$ cat src/rtl/fir_pkg.sv
// Shared FIR definitions: geometry, Q-format constants and the
// round-half-up / saturate step used on the sink side of the FIR.
package fir_pkg;

  localparam int FIR_TAPS   = 16;
  localparam int SAMPLE_W   = 16;
  localparam int ACC_W      = 36;
  localparam int FRAC_SHIFT = 15;

  localparam logic signed [SAMPLE_W-1:0] SAT_MAX = 16'sh7FFF;
  localparam logic signed [SAMPLE_W-1:0] SAT_MIN = 16'sh8000;

  // One conditioned sample plus a flag telling whether it was clamped.
  typedef struct packed {
    logic                       sat;
    logic signed [SAMPLE_W-1:0] sample;
  } cond_sample_t;

  // Round a Q2.30 accumulator to Q1.15 (half toward +inf), then clamp.
  // The add is one bit wider than the accumulator so it cannot wrap.
  function automatic cond_sample_t round_sat(input logic signed [ACC_W-1:0] acc);
    logic signed [ACC_W:0] sum;
    logic signed [ACC_W:0] rnd;
    cond_sample_t          res;
    sum = $signed({acc[ACC_W-1], acc}) + $signed((ACC_W+1)'(1) << (FRAC_SHIFT - 1));
    rnd = sum >>> FRAC_SHIFT;
    if (rnd > $signed((ACC_W+1)'(SAT_MAX))) begin
      res.sat    = 1'b1;
      res.sample = SAT_MAX;
    end else if (rnd < $signed({{(ACC_W-SAMPLE_W+1){1'b1}}, SAT_MIN})) begin
      res.sat    = 1'b1;
      res.sample = SAT_MIN;
    end else begin
      res.sat    = 1'b0;
      res.sample = rnd[SAMPLE_W-1:0];
    end
    return res;
  endfunction

endpackage

$ cat src/rtl/fir_sync_fifo.sv
// Show-ahead synchronous FIFO. The head entry is visible on 'head' whenever
// 'empty' is low. A push into a full FIFO is accepted when a pop happens on
// the same edge; the freed slot is the one being written.
module fir_sync_fifo #(
  parameter int WIDTH = 16,
  parameter int DEPTH = 8
) (
  input  logic             clk,
  input  logic             rst,
  input  logic             push,
  input  logic [WIDTH-1:0] push_data,
  input  logic             pop,
  output logic [WIDTH-1:0] head,
  output logic             full,
  output logic             empty
);

  localparam int AW = $clog2(DEPTH);

  logic [WIDTH-1:0] mem [DEPTH];
  logic [AW:0]      wr_ptr;
  logic [AW:0]      rd_ptr;
  logic             do_push;
  logic             do_pop;

  assign empty   = (wr_ptr == rd_ptr);
  assign full    = (wr_ptr[AW] != rd_ptr[AW]) && (wr_ptr[AW-1:0] == rd_ptr[AW-1:0]);
  assign do_pop  = pop & ~empty;
  assign do_push = push & (~full | do_pop);
  assign head    = mem[rd_ptr[AW-1:0]];

  // Pointer update; the extra MSB distinguishes full from empty.
  always_ff @(posedge clk or posedge rst) begin
    if (rst) begin
      wr_ptr <= '0;
      rd_ptr <= '0;
    end else begin
      if (do_push) wr_ptr <= wr_ptr + 1'b1;
      if (do_pop)  rd_ptr <= rd_ptr + 1'b1;
    end
  end

  // Storage write; contents need no reset because the pointers gate visibility.
  always_ff @(posedge clk) begin
    if (do_push) mem[wr_ptr[AW-1:0]] <= push_data;
  end

endmodule

$ cat src/rtl/fir_output_conditioner.sv
// Sink-side conditioner for the weighted FIR: discards warm-up samples,
// rounds/saturates the wide sum to Q1.15, decimates, and queues results.
//
// Output handshake: a sample transfers on every rising edge where
// out_valid and out_ready are both high. out_valid depends only on FIFO
// state (never on out_ready), and out_ready is ignored while out_valid is
// low. The input side has no ready: the FIR cannot stall, so a kept sample
// that finds the FIFO full (and not popping) is dropped and 'overflow' set.
module fir_output_conditioner
  import fir_pkg::*;
#(
  parameter int DECIM      = 4,
  parameter int WARMUP     = fir_pkg::FIR_TAPS - 1,
  parameter int FIFO_DEPTH = 8,
  parameter int IN_W       = fir_pkg::ACC_W,
  parameter int OUT_W      = fir_pkg::SAMPLE_W,
  parameter int FRAC_SHIFT = fir_pkg::FRAC_SHIFT
) (
  input  logic             clk,
  input  logic             rst,
  input  logic             in_valid,
  input  logic [IN_W-1:0]  in_sample,
  output logic             out_valid,
  input  logic             out_ready,
  output logic [OUT_W-1:0] out_sample,
  output logic             overflow,
  output logic [15:0]      sat_count,
  input  logic             status_clr
);

  localparam int CNT_W = 8;
  localparam logic [CNT_W-1:0]       WARM_LIM   = CNT_W'(WARMUP);
  localparam logic [CNT_W-1:0]       PHASE_LAST = CNT_W'(DECIM - 1);
  localparam logic signed [IN_W:0]   HALF       = (IN_W+1)'(1) << (FRAC_SHIFT - 1);
  localparam logic signed [IN_W:0]   R_MAX      = (IN_W+1)'((64'sd1 <<< (OUT_W - 1)) - 64'sd1);
  localparam logic signed [IN_W:0]   R_MIN      = ~R_MAX;

  // Front-end counters.
  logic [CNT_W-1:0] warm_cnt;
  logic [CNT_W-1:0] phase;
  logic             warm_done;
  logic             keep;

  // Rounding / saturation datapath.
  logic signed [IN_W:0]  sum_ext;
  logic signed [IN_W:0]  rnd;
  logic                  sat_hi;
  logic                  sat_lo;
  logic [OUT_W-1:0]      cond_val;

  // Stage 1 register.
  logic             s1_valid;
  logic             s1_sat;
  logic [OUT_W-1:0] s1_sample;

  // FIFO side.
  logic             fifo_full;
  logic             fifo_empty;
  logic             fifo_pop;
  logic             fifo_push;
  logic             drop;
  logic [OUT_W-1:0] fifo_head;
  logic [OUT_W-1:0] last_q;

  assign warm_done = (warm_cnt == WARM_LIM);
  assign keep      = in_valid & warm_done & (phase == '0);

  assign sum_ext  = $signed({in_sample[IN_W-1], in_sample}) + HALF;
  assign rnd      = sum_ext >>> FRAC_SHIFT;
  assign sat_hi   = (rnd > R_MAX);
  assign sat_lo   = (rnd < R_MIN);
  assign cond_val = sat_hi ? R_MAX[OUT_W-1:0] :
                    sat_lo ? R_MIN[OUT_W-1:0] : rnd[OUT_W-1:0];

  // Warm-up counter saturates at WARMUP; phase then cycles 0..DECIM-1.
  always_ff @(posedge clk or posedge rst) begin
    if (rst) begin
      warm_cnt <= '0;
      phase    <= '0;
    end else if (in_valid) begin
      if (!warm_done) warm_cnt <= warm_cnt + 1'b1;
      else            phase    <= (phase == PHASE_LAST) ? '0 : phase + 1'b1;
    end
  end

  // Stage 1 captures each kept sample with its clamp flag.
  always_ff @(posedge clk or posedge rst) begin
    if (rst) begin
      s1_valid  <= 1'b0;
      s1_sat    <= 1'b0;
      s1_sample <= '0;
    end else begin
      s1_valid <= keep;
      if (keep) begin
        s1_sat    <= sat_hi | sat_lo;
        s1_sample <= cond_val;
      end
    end
  end

  assign fifo_pop  = out_ready & ~fifo_empty;
  assign fifo_push = s1_valid & (~fifo_full | fifo_pop);
  assign drop      = s1_valid & fifo_full & ~fifo_pop;

  fir_sync_fifo #(
    .WIDTH (OUT_W),
    .DEPTH (FIFO_DEPTH)
  ) u_fifo (
    .clk       (clk),
    .rst       (rst),
    .push      (fifo_push),
    .push_data (s1_sample),
    .pop       (fifo_pop),
    .head      (fifo_head),
    .full      (fifo_full),
    .empty     (fifo_empty)
  );

  // Sticky overflow and saturating clamp counter; clear wins over any update.
  always_ff @(posedge clk or posedge rst) begin
    if (rst) begin
      overflow  <= 1'b0;
      sat_count <= '0;
    end else if (status_clr) begin
      overflow  <= 1'b0;
      sat_count <= '0;
    end else begin
      if (drop) overflow <= 1'b1;
      if (s1_valid && s1_sat && (sat_count != 16'hFFFF)) sat_count <= sat_count + 1'b1;
    end
  end

  // Remember the last popped head so out_sample holds while the FIFO is empty.
  always_ff @(posedge clk or posedge rst) begin
    if (rst)           last_q <= '0;
    else if (fifo_pop) last_q <= fifo_head;
  end

  assign out_valid  = ~fifo_empty;
  assign out_sample = fifo_empty ? last_q : fifo_head;

endmodule

$ cat config.mk
export PLATFORM = sky130hd
export DESIGN_NAME = fir_output_conditioner
export DESIGN_NICKNAME = d
export VERILOG_FILES = /design/src/rtl/fir_pkg.sv /design/src/rtl/fir_sync_fifo.sv /design/src/rtl/fir_output_conditioner.sv
export SDC_FILE = /design/constraint.sdc
export NUM_CORES = 1
export LEC_CHECK = 0
export BUFFER_PORTS_ARGS = -buffer_cell sky130_fd_sc_hd__buf_4
export CAP_MARGIN = 20
export CORE_MARGIN = 4
export CORE_UTILIZATION = 50
export DETAILED_ROUTE_END_ITERATION = 6
export HOLD_SLACK_MARGIN = 0.05
export PLACE_DENSITY = 0.69
export RECOVER_POWER = 50
export SLEW_MARGIN = 20
export SYNTH_ARGS = -nofsm -noshare
export SYNTH_HDL_FRONTEND = slang
export SYNTH_SLANG_ARGS = --single-unit
$ cat constraint.sdc
create_clock -name clk -period 3.9 [get_ports clk]
set_clock_uncertainty 0.05 [all_clocks]
set_input_delay 0.585 -clock clk [delete_from_list [all_inputs] [get_ports clk]]
set_output_delay 0.585 -clock clk [all_outputs]
set_load 0.005 [all_outputs]
==> results of run 1 <==
-- flip-flops by register name (all words and copies together) (netlist names), 4 cells and up --
register,count
u_fifo.mem,128
s1_sample,16
u_fifo.wr_ptr,4
u_fifo.rd_ptr,4
sat_count,16
phase,8
last_q,16
warm_cnt,8
-- critical path: stages (launching register included) --
cell	delay, ps
dfrtp_2	600
buf_4	330
mux4_2	530
mux2i_1	370
a21oi_1	120
buf_4	150
-- power groups by stage --
stage | Sequential (mW) | Combinational, mW | Clock [mW]
2_1_floorplan | 2.92 | 1.18 | 0
6_report | 3.05 | 1.65 | 1.99
5_1_grt | 3.10 | 1.83 | 2.13
4_1_cts | 3.05 | 1.68 | 2.04
3_5_place_dp | 3.09 | 1.67 | 0
3_3_place_gp | 3.05 | 1.62 | 0
-- cells by family after synthesis --
logic type      Yosys count
simple gates            189
buf+inv                  36
xor+xnor                 51
fa+ha+maj                 7
flops                   203
compound gates           68
mux                      51
-- cells in the mapped netlist (11+ instances only) --
| library cell | instances | area (µm²) |
|---|---|---|
| a311oi_2 | 11 | 165 |
| edfxtp_1 | 128 | 3840 |
| xnor2_1 | 25 | 219 |
| o21ai_0 | 22 | 110 |
| mux2i_1 | 16 | 160 |
| nand3_1 | 23 | 115 |
| nand2_1 | 45 | 169 |
| xor2_1 | 25 | 219 |
| nor2_1 | 63 | 236 |
| dfrtp_1 | 75 | 1880 |
| nand4_1 | 17 | 106 |
| a21oi_1 | 18 | 90.1 |
| clkbuf_1 | 18 | 67.6 |
| mux4_2 | 32 | 721 |
-- per-stage QoR --
step	hold slack [ps]	cells
detailed placement	415	880
floorplan	387	605
finish	353	917
global route	357	917
global placement	403	880
CTS	283	917
-- path summary, 6_finish.rpt --
path                                  end  depth (start not counted)  slack (ps)
max                        out_sample[13]                          5         680
min reg2reg                   warm_cnt[7]                          1         430
max in group asynchronous    s1_sample[7]                          3        1580
min                          sat_count[1]                          2         350
max reg2reg                        s1_sat                          6        1290
min in group asynchronous   sat_count[11]                          2         540
-- area by class of cell --
| type | count | area share [%] |
|---|---|---|
| multi-input combinational | 366 | 28.4 |
| sequential | 203 | 56.1 |
| clock inverter | 9 | 1.20 |
| tap | 225 | 2.76 |
| inverter | 8 | 0.294 |
| clock buffer | 28 | 5.61 |
| timing repair buffer | 78 | 5.63 |
-- per-layer routing --
metal / global-route usage, % / vias up
met4: 3.57 / 0
met2: 29.5 / 133
met5: 0 / -
met3: 2.87 / 19
li1: - / 2425
met1: 24.4 / 2592
==> flow_summary_export.csv, run 1 <==
group,metric,value,unit
pwr,ir_drop,0.352,mV
synth,synth_edf_count,128,
global_route,grt_pass1_vias,5281,
layout,design_area,10200,µm²
synth,ys_warn_count,0,
pwr,power_density,655,nW/µm²
floorplan,initial_core_util,50.8,%
detailed_routing,routedWlPerCell,18.5,µm
layout,register_area,5720,µm²
synth,synthesis.nets,653,
detailed_routing,post_drt_via_cell_ratio,5.64,
place,place.port_buffers,60,
floorplan,boundaryPins,75,
synth,avgSynthCellArea,14.5,µm²
clocking,numCtsBuffers,21,
clocking,root_buffer,"clkbuf_16",
layout,fillers,1343,
detailed_routing,m1WireLength,7.40,mm
synth,ys_types,45,
pwr,power_frac_comb,24.6,%
pwr,p_switching,1.89,mW
sta,hold_viol_final,0,
global_route,grt_antenna_before_repair,0,
sta,final_max_slew_viol_count,40,
clocking,ctsResizeCount,0,
outcome,violations,"max-capacitance violations, max-slew violations",
sta,tightest_slew,1570,ps
setup_path,required,3260,ps
sta,fin_crit_sh,82.4,%
detailed_routing,wl,16.9,mm
pwr,internal_power,4.79,mW
synth,yosys.area_share.adder,1.00,%
layout,multiInputGateArea,2900,µm²
synth,synth_seq_area_share,65.3,%
floorplan,die_w,140,µm
layout,final_core_util,59.2,%
floorplan,die_area,19700,µm²
pwr,p_leak,3.95,nW
synth,synth_top_family_by_area,"multiplexers",
place,gp_congestion,0.842,
run,maxCapViolCount,1,
detailed_routing,final_antenna_net_count,0,
sta,setup_viol,0,
global_route,grt_usage,17.5,%
outcome,status,"finished, violations left",
synth,syn_inst,605,
setup_path,cp_max_fo,12,
floorplan,core,17200,µm²
place,dp_hpwl,11.2,mm
setup_path,reg2reg_from,"phase[4]",
synth,ys_ff_latch,203,
global_route,overflow,0,
sta,slew-limit-headroom,-4.45,%
synth,synth-compound-area-share,6.07,%
sta,min_period,3220,ps
pwr,p_seq_share,45.6,%
place,placed_area,9510,µm²
hold_path,hold_class,"primary input to flop",
synth,muxShareOfSynthArea,10.4,%
detailed_routing,vias,5169,
detailed_routing,drt_iter0_drc,300,
clocking,cts_tree,"yes",
sta,setup_slack,685,ps
sta,tns,0,ps
detailed_routing,firstDrtPassIters,4,
synth,async_reset_ff_share,36.9,%
synth,syn_area,8760,µm²
detailed_routing,drcViolationCount,0,
detailed_routing,topRoutingLayerUsed,"met4",
clocking,cts_setup_buffers,0,
detailed_routing,met3WireLength,901,µm
global_route,grt_pass1_wl,27.6,mm
layout,nets,726,
setup_path,end_kind,"output pin",
layout,final_common_cell,"edfxtp_1",
detailed_routing,route.met2.wl,8.38,mm
layout,drive_gt1_share,23.4,%
clocking,clk_path_buf_depth,3,
hold_path,worstHoldStart,"status_clr",
layout,diodes,0,
setup_path,critPathLaunch,"u_fifo.rd_ptr[0]",
pwr,power_frac_clock,29.8,%
pwr,switching_share,28.3,%
synth,yosys.area_share.simple,10.2,%
floorplan,fp-row-count,48,
place,post-place-ws,796,ps
setup_path,crit_arrival,2580,ps
synth,synth_xor_area_share,5.18,%
global_route,grt_max_degree,40,
clocking,ctsHoldBuffers,0,
setup_path,crit_type,"flop to output pin",
clocking,clk_pin_slew,60,ps
clocking,htreeDepth,1,
floorplan,die_h,140,µm
setup_path,cp-start-kind,"flop",
synth,ys.flop_type,"edfxtp_1",
layout,syn_to_final_growth,16.4,%
sta,max_freq,0.311,GHz
clocking,clkSinkCount,203,
layout,mostFrequentLayoutCells,"128 x edfxtp_1, 74 x dfrtp_1, 64 x buf_4, 63 x nor2_1, 45 x nand2_1",
pwr,total_power,6.68,mW
sta,rsz0062_at_grt,"false",
clocking,clk_latency,480,ps
(Power assumes the default switching activity.)
==> inputs of run 2 (changes only) <==
clock period = 3 ns   (was 3.9 ns; I/O delays follow)
==> run 2 against run 1 <==
  * The run now ends clean
  * Critical path depth unchanged
  * Worst hold slack got worse by 140 ps
  * Die area unchanged
  * Non-clock buffer count increased by 4
  * First-iteration DRC count increased by 7.7%
  * Total power increased by 29%
  * Combinational power increased by 35%
  * Count of clock-buffer cells in the layout increased by 2
  * Cell count increased by 0.44%
  * Cell area about the same
  * Largest cell class unchanged
  * Highest routed layer unchanged
==> flow_summary_export.csv, run 2 (synthesized netlist as in run 1, its figures left out) <==
group,metric,value,unit
clocking,clk_pin_slew,60,ps
global_route,grt_pass1_vias,5275,
setup_path,critPathLaunch,"u_fifo.rd_ptr[0]",
global_route,grt_usage,17.6,%
setup_path,required,2500,ps
sta,setup_viol,0,
hold_path,hold_depth,2,
sta,setup_slack,149,ps
layout,diodes,0,
layout,final_core_util,59.2,%
clocking,htreeDepth,1,
pwr,p_seq_share,46.1,%
sta,slew-limit-headroom,6.76,%
floorplan,die_h,140,µm
sta,tightest_slew,1400,ps
clocking,numCtsBuffers,21,
detailed_routing,wl,17.0,mm
global_route,grt_antenna_before_repair,0,
setup_path,reg2reg_from,"phase[4]",
floorplan,fp-row-count,48,
pwr,internal_power,6.13,mW
clocking,root_buffer,"clkbuf_16",
sta,rsz0062_at_grt,"false",
pwr,power_frac_clock,28.0,%
layout,fin_cells,921,
clocking,clk_latency,480,ps
setup_path,r2r_setup_slack,370,ps
sta,hold_viol_final,0,
setup_path,crit_arrival,2350,ps
hold_path,worstHoldStart,"status_clr",
setup_path,cp_max_fo,12,
detailed_routing,met3WireLength,974,µm
layout,mostFrequentLayoutCells,"128 x edfxtp_1, 73 x dfrtp_1, 63 x nor2_1, 62 x buf_4, 45 x nand2_1",
floorplan,die_area,19700,µm²
outcome,status,"completed",
place,dp.cells,884,
detailed_routing,firstDrtPassIters,4,
detailed_routing,topRoutingLayerUsed,"met4",
sta,tns,0,ps
detailed_routing,final_antenna_net_count,0,
clocking,clk_path_buf_depth,3,
sta,max_freq,0.351,GHz
clocking,cts_tree,"yes",
sta,min_period,2850,ps
sta,fin_crit_sh,95.0,%
setup_path,r2r_end,"s1_sample[14]",
setup_path,crit_type,"flop to output pin",
detailed_routing,drcViolationCount,0,
detailed_routing,route.met2.wl,8.17,mm
setup_path,end_kind,"output pin",
global_route,overflow,0,
place,place.port_buffers,60,
detailed_routing,vias,5180,
pwr,p_switching,2.47,mW
setup_path,r2r_cells,6,
global_route,grt_max_degree,36,
run,maxCapViolCount,0,
place,post-place-ws,75.1,ps
sta,final_max_slew_viol_count,0,
pwr,ir_drop,0.454,mV
layout,drive_gt1_share,23.9,%
global_route,grt_pass1_wl,27.7,mm
floorplan,initial_core_util,50.8,%
layout,final_common_cell,"edfxtp_1",
pwr,switching_share,28.7,%
detailed_routing,m1WireLength,7.62,mm
detailed_routing,post_drt_via_cell_ratio,5.62,
layout,largest_reg_flops,128,
setup_path,cp-start-kind,"flop",
detailed_routing,routedWlPerCell,18.4,µm
clocking,clkSinkCount,203,
place,gp_congestion,0.829,
layout,nets,730,
floorplan,die_w,140,µm
detailed_routing,drt_iter0_drc,323,
pwr,p_leak,3.94,nW
hold_path,holdPathEnd,"sat_count[15]",
hold_path,hold_class,"primary input to flop",
pwr,power_frac_comb,25.9,%
layout,syn_to_final_growth,16.5,%
floorplan,core,17200,µm²
pwr,power_density,843,nW/µm²
place,dp_hpwl,11.2,mm
floorplan,boundaryPins,75,
[run 2: repair_timing]
item | in CTS | in global routing
hold buffers | 0 | 0
buffers inserted | 0 | 0
resized for setup | 1 | 3
cloned | 0 | 0
endpoints found under the setup margin | 1 | 5
[run 2: critical path, stage by stage (launching register included)]
cell and delay (ps):
dfrtp_4 560, buf_12 200, mux4_2 500, mux2i_1 330, a21oi_1 120, buf_4 150
[run 2: final cells by class]
| cell class | instances | area [µm²] |
|---|---|---|
| fill | 1344 | 7030 |
| clock inverter | 7 | 60.1 |
| multi-input combinational | 366 | 2900 |
| clock buffer | 30 | 579 |
| sequential | 203 | 5730 |
| inverter | 8 | 30.0 |
| tap | 225 | 282 |
| timing repair buffer | 82 | 629 |
[run 2: metal layers]
metal,global-route usage (%),vias to the layer above
met3,2.66,16
li1,-,2441
met1,25.7,2586
met2,28.5,137
met4,3.62,0
met5,0,-
[run 2: power groups by stage]
| stage | clock network (mW) | registers, mW | logic [mW] |
|---|---|---|---|
| after global routing | 2.60 | 4.04 | 2.46 |
| after detailed placement | 0 | 4.02 | 2.24 |
| final | 2.41 | 3.97 | 2.23 |
| after global placement | 0 | 3.96 | 2.17 |
| after CTS | 2.47 | 3.97 | 2.26 |
| after floorplan | 0 | 3.79 | 1.53 |
[run 2: how the worst max path moves through the flow]
stage / cells past startpoint / slack [ps] / endpoint
after floorplan: 6 / 90 / u_fifo.mem[0][0]
after global placement: 8 / 180 / s1_sample[14]
after detailed placement: 8 / 80 / s1_sample[14]
after CTS: 5 / 50 / out_sample[8]
after global routing: 5 / 30 / out_sample[9]
final: 5 / 150 / out_sample[10]
[run 2: stage by stage]
step	instance area, µm²	total power, mW	hold WS (ps)
6_report	10200	8.60	213
5_1_grt	10200	9.10	212
4_1_cts	10200	8.70	94.8
3_5_place_dp	9570	6.26	410
3_3_place_gp	9570	6.14	410
2_1_floorplan	8760	5.32	387
==> inputs of run 3 (changes only) <==
RECOVER_POWER = unset   (was 50)
==> run 3 against run 2 <==
  * Register-to-register slack barely moved
  * Fmax barely moved
  * Combinational power barely moved
  * Critical path depth did not move
  * Setup slack got worse by 2.1 ps
  * Routed wire length barely moved
  * Total power barely moved
  * Critical endpoint unchanged
  * Largest cell class unchanged
  * Largest power group unchanged
==> flow_summary_export.csv, run 3 (synthesized netlist as in run 1, its figures left out) <==
group,metric,value,unit
detailed_routing,drcViolationCount,0,
sta,holdWs,67.9,ps
place,dp_hpwl,11.2,mm
clocking,cts_tree,"yes",
setup_path,cp_max_fo,12,
floorplan,boundaryPins,75,
detailed_routing,drt_iter0_drc,324,
pwr,total_power,8.61,mW
sta,min_period,2850,ps
clocking,ctsHoldBuffers,0,
sta,final_max_slew_viol_count,0,
floorplan,die_h,140,µm
layout,syn_to_final_growth,16.7,%
layout,mostFrequentLayoutCells,"128 x edfxtp_1, 79 x buf_4, 73 x dfrtp_1, 63 x nor2_1, 45 x nand2_1",
global_route,grt_max_degree,36,
global_route,overflow,0,
detailed_routing,wl,17.0,mm
floorplan,initial_core_util,50.8,%
pwr,power_density,842,nW/µm²
sta,tns,0,ps
sta,setup_viol,0,
run,maxCapViolCount,0,
sta,fin_crit_sh,95.1,%
detailed_routing,vias,5178,
sta,hold_viol_final,0,
sta,rsz0062_at_grt,"false",
sta,tightest_slew,777,ps
detailed_routing,routedWlPerCell,18.4,µm
floorplan,die_w,140,µm
place,placed_area,9570,µm²
floorplan,core,17200,µm²
detailed_routing,final_antenna_net_count,0,
pwr,ir_drop,0.455,mV
detailed_routing,post_drt_via_cell_ratio,5.62,
layout,final_common_cell,"edfxtp_1",
place,gp_congestion,0.829,
sta,max_freq,0.350,GHz
place,place.port_buffers,60,
setup_path,required,2500,ps
global_route,grt_antenna_before_repair,0,
hold_path,hold_class,"primary input to async pin",
outcome,status,"completed",
clocking,htreeDepth,1,
global_route,grt_usage,17.6,%
clocking,clk_path_buf_depth,3,
layout,drive_gt1_share,24.6,%
detailed_routing,firstDrtPassIters,4,
layout,largest_reg_flops,128,
sta,slew-limit-headroom,48.1,%
clocking,clk_pin_slew,60,ps
setup_path,end_kind,"output pin",
clocking,numCtsBuffers,21,
global_route,grt_pass1_wl,27.7,mm
layout,diodes,0,
layout,nets,730,
floorplan,fp-row-count,48,
floorplan,die_area,19700,µm²
setup_path,crit_type,"flop to output pin",
clocking,clkSinkCount,203,
global_route,grt_pass1_vias,5275,
layout,design_area,10200,µm²
setup_path,crit_arrival,2350,ps
setup_path,cp-start-kind,"flop",
clocking,root_buffer,"clkbuf_16",
pwr,p_leak,3.97,nW
clocking,clk_latency,490,ps
==> run 3: cell count changes in the layout (fill, tap and decap cells not counted) <==
| cell | before | now |
|---|---|---|
| buf_4 | 62 | 79 |
| clkbuf_1 | 11 | 7 |
| clkbuf_4 | 13 | 0 |
| inv_1 | 8 | 7 |
| inv_2 | 0 | 1 |
==> run 3: worst max-delay path, stage by stage (launching register included) <==
cell	delay [ps]
dfrtp_4	560
buf_12	200
mux4_2	500
mux2i_1	330
a21oi_1	120
buf_4	150
==> run 3: worst paths after layout <==
check	start	end	slack [ps]	cells after the start
hold reg to reg	phase[7]	phase[7]	420	1
setup / recovery	u_fifo.rd_ptr[0]	out_sample[10]	150	5
setup reg to reg	phase[4]	s1_sample[14]	380	6
max in group asynchronous	rst	phase[6]	2120	3
min in group clk	status_clr	sat_count[15]	210	2
hold / removal	rst	sat_count[12]	70	2
==> run 3: metrics by stage <==
step / cells / util (%) / worst slack, ps
detailed placement: 884 / 55.5 / 75.1
global placement: 884 / 55.5 / 176
CTS: 921 / 59.2 / 52.4
global route: 921 / 59.3 / 31.3
finish: 921 / 59.3 / 147
floorplan: 605 / - / 87.1
==> run 3: what timing repair did <==
| item | 4_1_cts | 5_1_grt |
|---|---|---|
| endpoints found under the setup margin | 1 | 5 |
| buffers inserted | 0 | 0 |
| pin swaps | 0 | 0 |
| gates resized for setup | 1 | 3 |
| gates cloned | 0 | 0 |
==> run 3: routing by layer <==
metal	vias to the layer above	share of wire (%)	track usage (%)
met3	16	5.3	2.66
met1	2590	45	25.7
li1	2442	-	-
met4	0	1.2	3.62
met5	-	0	0
met2	130	48	28.5
==> run 3: area by class of cell <==
type | count | area, µm²
clock buffers | 30 | 579
inverters | 8 | 30.0
flip-flops and latches | 203 | 5730
clock inverters | 7 | 60.1
repair buffers | 82 | 644
well taps | 225 | 282
fillers | 1342 | 7020
multi-input cells | 366 | 2900
==> run 3: report_power, final <==
part           leakage, nW  internal, mW  switching [mW]  total, mW
combinational         1.42          1.20            1.03       2.23
sequential            2.22          3.51           0.463       3.97
clock                0.319          1.43           0.984       2.41
